==> src/rtl/ili9341_spi_responder.sv <==
// ILI9341 SPI responder: deserializes SPI mode-0 bytes, decodes CASET/PASET/RAMWR
// and emits addressed RGB565 pixel writes.
// Ports:
//   clk, rstb                 system clock (>= 4x spi_clk), async active-low reset
//   spi_csb, spi_clk,
//   spi_mosi, data_commandb   raw SPI inputs (asynchronous to clk)
//   cmd_valid, cmd            one-cycle pulse and value of each command byte
//   px_valid, px_x, px_y,
//   px_color                  one-cycle pixel write with coordinates and colour
//   frame_done                pulses with the pixel that closes the window
module ili9341_spi_responder #(
    parameter int DISPLAY_WIDTH  = 240,
    parameter int DISPLAY_HEIGHT = 320
) (
    input  logic                              clk,
    input  logic                              rstb,
    input  logic                              spi_csb,
    input  logic                              spi_clk,
    input  logic                              spi_mosi,
    input  logic                              data_commandb,
    output logic                              cmd_valid,
    output logic [7:0]                        cmd,
    output logic                              px_valid,
    output logic [$clog2(DISPLAY_WIDTH)-1:0]  px_x,
    output logic [$clog2(DISPLAY_HEIGHT)-1:0] px_y,
    output logic [15:0]                       px_color,
    output logic                              frame_done
);

    localparam int unsigned XW = $clog2(DISPLAY_WIDTH);
    localparam int unsigned YW = $clog2(DISPLAY_HEIGHT);

    typedef enum logic [1:0] {
        S_IDLE,
        S_CASET,
        S_PASET,
        S_RAMWR
    } state_t;

    // Two-flop synchronizers plus one delayed copy of clk/csb for edge detection
    logic [1:0] csb_sync, sclk_sync, mosi_sync, dc_sync;
    logic       sclk_d, csb_d;

    always_ff @(posedge clk or negedge rstb) begin
        if (!rstb) begin
            csb_sync  <= 2'b11;
            sclk_sync <= 2'b00;
            mosi_sync <= 2'b00;
            dc_sync   <= 2'b00;
            sclk_d    <= 1'b0;
            csb_d     <= 1'b1;
        end else begin
            csb_sync  <= {csb_sync[0], spi_csb};
            sclk_sync <= {sclk_sync[0], spi_clk};
            mosi_sync <= {mosi_sync[0], spi_mosi};
            dc_sync   <= {dc_sync[0], data_commandb};
            sclk_d    <= sclk_sync[1];
            csb_d     <= csb_sync[1];
        end
    end

    logic csb_s, sclk_s, mosi_s, dc_s;
    assign csb_s  = csb_sync[1];
    assign sclk_s = sclk_sync[1];
    assign mosi_s = mosi_sync[1];
    assign dc_s   = dc_sync[1];

    // An edge counts if csb was low in this or the previous synced cycle, so a
    // csb release that lands together with the final edge still keeps the byte.
    logic sclk_rise_c;
    assign sclk_rise_c = sclk_s && !sclk_d && !(csb_s && csb_d);

    logic [6:0] shift;
    logic [2:0] bit_cnt;
    logic       byte_done_c;
    logic [7:0] rx_byte_c;
    assign byte_done_c = sclk_rise_c && (bit_cnt == 3'd7);
    assign rx_byte_c   = {shift, mosi_s};

    // Bit shifter; csb high drops any partial byte
    always_ff @(posedge clk or negedge rstb) begin
        if (!rstb) begin
            shift   <= '0;
            bit_cnt <= '0;
        end else if (sclk_rise_c) begin
            shift   <= {shift[5:0], mosi_s};
            bit_cnt <= csb_s ? 3'd0 : bit_cnt + 3'd1;
        end else if (csb_s) begin
            bit_cnt <= '0;
        end
    end

    state_t      state;
    logic [1:0]  par_cnt;
    logic [23:0] par;
    logic [15:0] sc, ec, sp, ep;
    logic [15:0] ptr_x, ptr_y;
    logic        hi_phase;
    logic [7:0]  color_hi;
    logic        win_bad;

    logic x_last_c, y_last_c;
    assign x_last_c = !(ptr_x < ec);
    assign y_last_c = !(ptr_y < ep);

    // Command decoder, window registers and pixel pointer
    always_ff @(posedge clk or negedge rstb) begin
        if (!rstb) begin
            state      <= S_IDLE;
            par_cnt    <= '0;
            par        <= '0;
            sc         <= '0;
            ec         <= 16'(DISPLAY_WIDTH - 1);
            sp         <= '0;
            ep         <= 16'(DISPLAY_HEIGHT - 1);
            ptr_x      <= '0;
            ptr_y      <= '0;
            hi_phase   <= 1'b1;
            color_hi   <= '0;
            win_bad    <= 1'b0;
            cmd_valid  <= 1'b0;
            cmd        <= '0;
            px_valid   <= 1'b0;
            px_x       <= '0;
            px_y       <= '0;
            px_color   <= '0;
            frame_done <= 1'b0;
        end else begin
            cmd_valid  <= 1'b0;
            px_valid   <= 1'b0;
            frame_done <= 1'b0;
            if (byte_done_c) begin
                if (!dc_s) begin
                    cmd_valid <= 1'b1;
                    cmd       <= rx_byte_c;
                    par_cnt   <= '0;
                    hi_phase  <= 1'b1;
                    case (rx_byte_c)
                        8'h2A:   state <= S_CASET;
                        8'h2B:   state <= S_PASET;
                        8'h2C: begin
                            state   <= S_RAMWR;
                            ptr_x   <= sc;
                            ptr_y   <= sp;
                            win_bad <= (sc > ec) || (sp > ep) ||
                                       (ec >= 16'(DISPLAY_WIDTH)) ||
                                       (ep >= 16'(DISPLAY_HEIGHT));
                        end
                        default: state <= S_IDLE;
                    endcase
                end else begin
                    case (state)
                        S_CASET, S_PASET: begin
                            if (par_cnt == 2'd3) begin
                                // All four parameter bytes land together
                                if (state == S_CASET) {sc, ec} <= {par, rx_byte_c};
                                else                  {sp, ep} <= {par, rx_byte_c};
                                state   <= S_IDLE;
                                par_cnt <= '0;
                            end else begin
                                par     <= {par[15:0], rx_byte_c};
                                par_cnt <= par_cnt + 2'd1;
                            end
                        end
                        S_RAMWR: begin
                            if (hi_phase) begin
                                color_hi <= rx_byte_c;
                                hi_phase <= 1'b0;
                            end else begin
                                hi_phase <= 1'b1;
                                if (!win_bad) begin
                                    px_valid   <= 1'b1;
                                    px_x       <= ptr_x[XW-1:0];
                                    px_y       <= ptr_y[YW-1:0];
                                    px_color   <= {color_hi, rx_byte_c};
                                    frame_done <= x_last_c && y_last_c;
                                end
                                // Raster advance within the window, wrapping forever
                                if (!x_last_c) begin
                                    ptr_x <= ptr_x + 16'd1;
                                end else begin
                                    ptr_x <= sc;
                                    ptr_y <= y_last_c ? sp : ptr_y + 16'd1;
                                end
                            end
                        end
                        default: ;
                    endcase
                end
            end
        end
    end

endmodule

==> config.mk <==
export PLATFORM = sky130hd
export DESIGN_NAME = ili9341_spi_responder
export DESIGN_NICKNAME = d
export VERILOG_FILES = /design/src/rtl/ili9341_spi_responder.sv
export SDC_FILE = /design/constraint.sdc
export NUM_CORES = 1
export LEC_CHECK = 0
export CAP_MARGIN = 30
export CORE_ASPECT_RATIO = 1.4
export CORE_MARGIN = 1
export CORE_UTILIZATION = 58
export DETAILED_ROUTE_END_ITERATION = 8
export PLACE_DENSITY = 0.89
export REMOVE_ABC_BUFFERS = 1
export SLEW_MARGIN = 30
export SYNTH_ARGS = -nofsm -noshare
export SYNTH_HDL_FRONTEND = slang
export SYNTH_SLANG_ARGS = --single-unit
==> constraint.sdc <==
create_clock -name clk -period 2.9 [get_ports clk]
set_input_delay 0.29 -clock clk [delete_from_list [all_inputs] [get_ports clk]]
set_output_delay 0.29 -clock clk [all_outputs]
set_load 0.05 [all_outputs]
Word level (Yosys, flattened, before mapping) --
Index checks and enable logic that the tools add are counted.
Word-level totals: output and inout port bits 44, input port bits 6, register bits after elaboration 198, word-level logic and storage cells 118
Cells by class: order comparisons 6, bitwise gates (word level) 5, equality and inequality tests 13, reductions and logical operators 27, multiplexer cells 36, add/sub/neg operators 4
Operators with widths (number):
- $mux 16 | 11
- $add 16x1->16 const B | 2
- $gt 16x16->1 | 2
- $lt 16x16->1 | 2
- $eq 8x6->1 const B | 3
- $reduce_and 5->1 | 4
- $ge 16x8->1 const B | 1
- $ge 16x9->1 const B | 1
- $mux 1 | 15
- $mux 2 | 6
- $reduce_and 4->1 | 3
- $mux 3 | 3
- $eq 2x2->1 const B | 3
- $ne 2x1->1 const B | 3
- $pmux 2 s3 | 1
- $reduce_and 2->1 | 3
- $reduce_and 3->1 | 2
- $logic_and 1x1->1 | 5
- $not 1->1 | 5
- $logic_not 1->1 | 4
- $ne 2x2->1 const B | 2
- $reduce_bool 2->1 | 2
- $add 3x1->3 const B | 1
- $eq 3x3->1 const B | 1
- other kinds (4) | 6

Depth between registers and ports, before layout --
Gate-level depths: netlist of run 1.
word-level depth 8, mapped depth 10, gate-level depth less buffers 8

Worst setup path after synthesis of run 1 --
No wires, ideal clock.
path kind reg-to-reg, from register ep[8], to register ptr_y[0], stages on the path, launching flop included 10, arrival 2.231 ns, setup slack 0.545 ns, path buffers 1, library setup time 0.124 ns, cell sequence dfstp_2 inv_1 ha_1 nand4_1 or3_1 a221o_1 nand3_1 buf_2 nor3b_1 a211o_1
Between the ends: cells in the longest elaborated chain, start to end 6
RTL lines:
- start: declaration | RTL line 96 | logic [15:0] sc, ec, sp, ep;
- start signal: assignment | RTL line 115 | ep <= 16'(DISPLAY_HEIGHT - 1);
- start signal: assignment | RTL line 157 | else {sp, ep} <= {par, rx_byte_c};
- $lt 16x16->1 | RTL line 104 | assign y_last_c = !(ptr_y < ep);
- $mux 16 | RTL line 183 | ptr_y <= y_last_c ? sp : ptr_y + 16'd1;
- $mux 16 | RTL line 179 | if (!x_last_c) begin
- $mux 16 | RTL line 166 | if (hi_phase) begin
- $mux 16 | RTL line 152 | case (state)
- $mux 16 | RTL line 133 | if (!dc_s) begin
- end signal: assignment | RTL line 144 | ptr_y <= sp;
- end signal: assignment | RTL line 183
- end: declaration | RTL line 97 | logic [15:0] ptr_x, ptr_y;
No other way between the ends. The select of a mux whose other input is x is not followed. A chain may end at the register's enable or synchronous reset.

Final worst setup path of run 1 --
from register ec[15], to register ptr_x[4]
Between the ends: cells in the longest elaborated chain, start to end 5
RTL lines:
- start: declaration | RTL line 96
- start signal: assignment | RTL line 113 | ec <= 16'(DISPLAY_WIDTH - 1);
- start signal: assignment | RTL line 156 | if (state == S_CASET) {sc, ec} <= {par, rx_byte_c};
- $lt 16x16->1 | RTL line 103 | assign x_last_c = !(ptr_x < ec);
- $mux 16 | RTL line 179
- $mux 16 | RTL line 166
- $mux 16 | RTL line 152
- $mux 16 | RTL line 133
- end signal: assignment | RTL line 180 | ptr_x <= ptr_x + 16'd1;
- end: declaration | RTL line 97
No other way between the ends. The select of a mux whose other input is x is not followed.

==> qor.csv, run 1 <==
metric,value,unit
cts_tree,done,
port_buffers,49,
floorplan.initialDensity,0.5909,
cts-root-buf,clkbuf_16,
diodes,0,
synth_cell_types,63,
ys_warn_count,0,
start_kind,register,
grtUsageTotal,0.2792,
rows,56,
synthTopCellsByArea,"dfrtp_1, mux2_2, ha_1, dfstp_2, mux2i_1",
grt_pass1_vias,7139,
r2r-start,ec[15]$_DFFE_PN0P_,
tightest_slew,0.7080,ns
routedLengthMet1,9.043,mm
ir_worst_vdd,0.4605,mV
die_w,112.2,um
p_per_area,487.8,nW/um^2
hp-start,spi_csb,
synthSimpleGateAreaFrac,0.1021,
grt-ovfl-total,0,
path_max_fanout,27,
finish.utilization,0.6749,
slowest_stage,or4_4,
rr_endpoint,ptr_x[4]$_DFFE_PN0P_,
synth_top_area_share,0.4571,
grt_setup_unrepaired,false,
antenna_found_initial,0,
synth_cells,834,
min_path_type,primary input to register,
synth.area.mux_share,0.1759,
dp_cells,1073,
crit_chain,"inv_1, ha_1, and4_1, nand2_1, or4_4, nand3_1, buf_12, mux2_2, a22oi_1",
die_h,156.2,um
clk_pin_slew,0.08,ns
ys_seq_elements,198,
worstSetupEndpointType,register,
drc,0,
synth_compound_area_frac,0.08761,
min_period_over_period,0.9543,
drive_above_1_share,0.2326,
coreArea,16680,um^2
criticalPathCategory,register to register,
synthAdderAreaFrac,0.08761,
worstPathArrival,3.12,ns
async_reset_ff_frac,1.000,
yosys-top-cells-count,"dfrtp_1, mux2_2, ha_1, nand2_1, o21ai_0",
design_area,11250,um^2
dr_wl_met3,1.054,mm
avgSynthCellArea,11.82,um^2
fillers,1123,
drt_iter0_markers,401,
crit_required,3.26,ns
seq_area,4977,um^2
clock_sinks,198,
drt_first_pass_iters,7,
maxCapViolCount,0,
layout.cells.non_filler,1106,
syn_area,9854,um^2
fin_crit,2.767,ns
die_area,17520,um^2
numCtsBuffers,17,
htree_levels,4,
finalPower,5.490,mW
grt_pass1_wl,37.37,mm
synth_area_leader_cell,dfrtp_1,
slew_headroom,0.5280,
leakagePower,5.433,nW
num_io_pins,50,
top_layer,met4,
critical_path_depth,9,
area_growth,14.21,%
wl,23.01,mm
path_buf_inv,2,
cp_slowest_stage_delay,0.57,ns
critPathTopFamily,simple AND/OR/NAND/NOR gates,
avgRoutedWirePerCell,20.80,um
max_freq,361.4,MHz
layout_setup_ws,0.1326,ns
multiInputGateArea,4512,um^2
timing_hold_violations_final,0,
viasPerCell,6.298,
nNetsFinal,965,
pre_cts_ws,0.2308,ns
met2_length,11.71,mm
synth_edf_count,0,
critPathLaunch,ec[15]$_DFFE_PN0P_,
synth.most_common_cell,dfrtp_1,
clock_skew,0.01145,ns
crit_path_end,ptr_x[4]$_DFFE_PN0P_,
r2r_slack,0.13,ns
report.final.setup_viol,0,
grt_max_degree,86,
yosysSeqAreaShare,0.5051,
ys.flop_type,dfrtp_1,
placed_cell_area,10660,um^2
synth_xor_area_frac,0.003555,
place.gp.congestion,0.9010,
run_status,finished clean,
hpwl,15.58,mm
cts_max_path_buffers,2,
whs,0.2523,ns
drv_slew,0,
synth_top_family_by_area,multiplexers,
insertion_delay,0.45,ns
drtAntennaViolNets,0,
dr_total_vias,6966,
r2r_cells,9,
setup_tns,0,ns
## power by group
group          internal (mW)  switching (mW)
Sequential              2.81           0.139
Combinational         0.0800           0.117
Clock                   1.24            1.11
Total                   4.13            1.36
## flip-flops by register name, summed over array words and instances (netlist names), 9 cells and up
name and cells:
ptr_y 16, par 24, sc 16, ec 16, ptr_x 16, ep 16
sp 16, px_y 9, px_color 16
## routing by layer
metal  track usage  vias to the layer above
met5             0                        -
met4        0.1670                        0
met3       0.05538                       89
met2        0.4830                      234
met1        0.3215                     3501
li1              -                     3142
## cell usage in the layout, fill, tap and decap left out, types with 3 or more instances in the layout
cell,n
a21oi_1,22
nand4_1,21
mux2i_1,28
dfstp_2,18
nand3_1,18
a21o_1,5
a211oi_1,3
inv_1,52
or3_1,3
nor3_1,14
nand2_1,55
o2bb2ai_1,13
a22oi_2,4
clkdlybuf4s50_1,48
dfrtp_1,180
nor4_1,5
nor2_1,28
buf_4,12
mux2_2,128
and4_1,5
buf_12,7
a22oi_1,8
and3_1,12
o21ai_0,53
ha_1,69
clkbuf_16,17
and2_1,3
nor2b_1,7
nand2b_1,3
inv_6,6
nor3b_1,4
## cell families after synthesis
kind of cell / count (synthesis)
and+or+nand+nor: 190
buffers and inverters: 84
muxes: 157
DFF: 198
adders and majority gates: 69
xor gates and xnor gates: 4
AOI/OAI and AO/OA: 132
## worst min path at each step
stage	end	slack, ns	cells after the start
2_1_floorplan	bit_cnt[0]$_DFFE_PN0P_	-0.006	0
3_3_place_gp	sclk_sync[1]$_DFF_PN0_	0.33	0
3_5_place_dp	sclk_sync[1]$_DFF_PN0_	0.33	0
4_1_cts	csb_sync[0]$_DFF_PN1_	0.25	1
5_1_grt	csb_sync[0]$_DFF_PN1_	0.26	1
6_report	csb_sync[0]$_DFF_PN1_	0.25	1
## repair_timing
| item | in CTS | in global routing |
|---|---|---|
| gates resized for setup | 0 | 1 |
| hold buffers | 1 | 0 |
| setup endpoints to repair | 0 | 1 |
| setup buffers | 0 | 0 |
| endpoints found under the hold margin | 79 | 0 |
## area by class of cell
class                      count  area share
sequential                   198      0.4422
multi-input combinational    552      0.4009
timing repair buffer          69     0.06526
clock buffer                  20     0.03969
tap                          203     0.02257
inverter                      52     0.01734
clock inverter                12     0.01201
Power figures use the tool's default switching activity.
==> inputs of run 2 (changes only) <==
--- a/config.mk
+++ b/config.mk
@@ -10,6 +10,7 @@
 export CORE_MARGIN = 1
 export CORE_UTILIZATION = 58
 export DETAILED_ROUTE_END_ITERATION = 8
+export GPL_ROUTABILITY_DRIVEN = 0
 export PLACE_DENSITY = 0.89
 export REMOVE_ABC_BUFFERS = 1
 export SLEW_MARGIN = 30
==> results of run 2 <==
The final DEF is identical to that of run 1; final timing and power are the same.
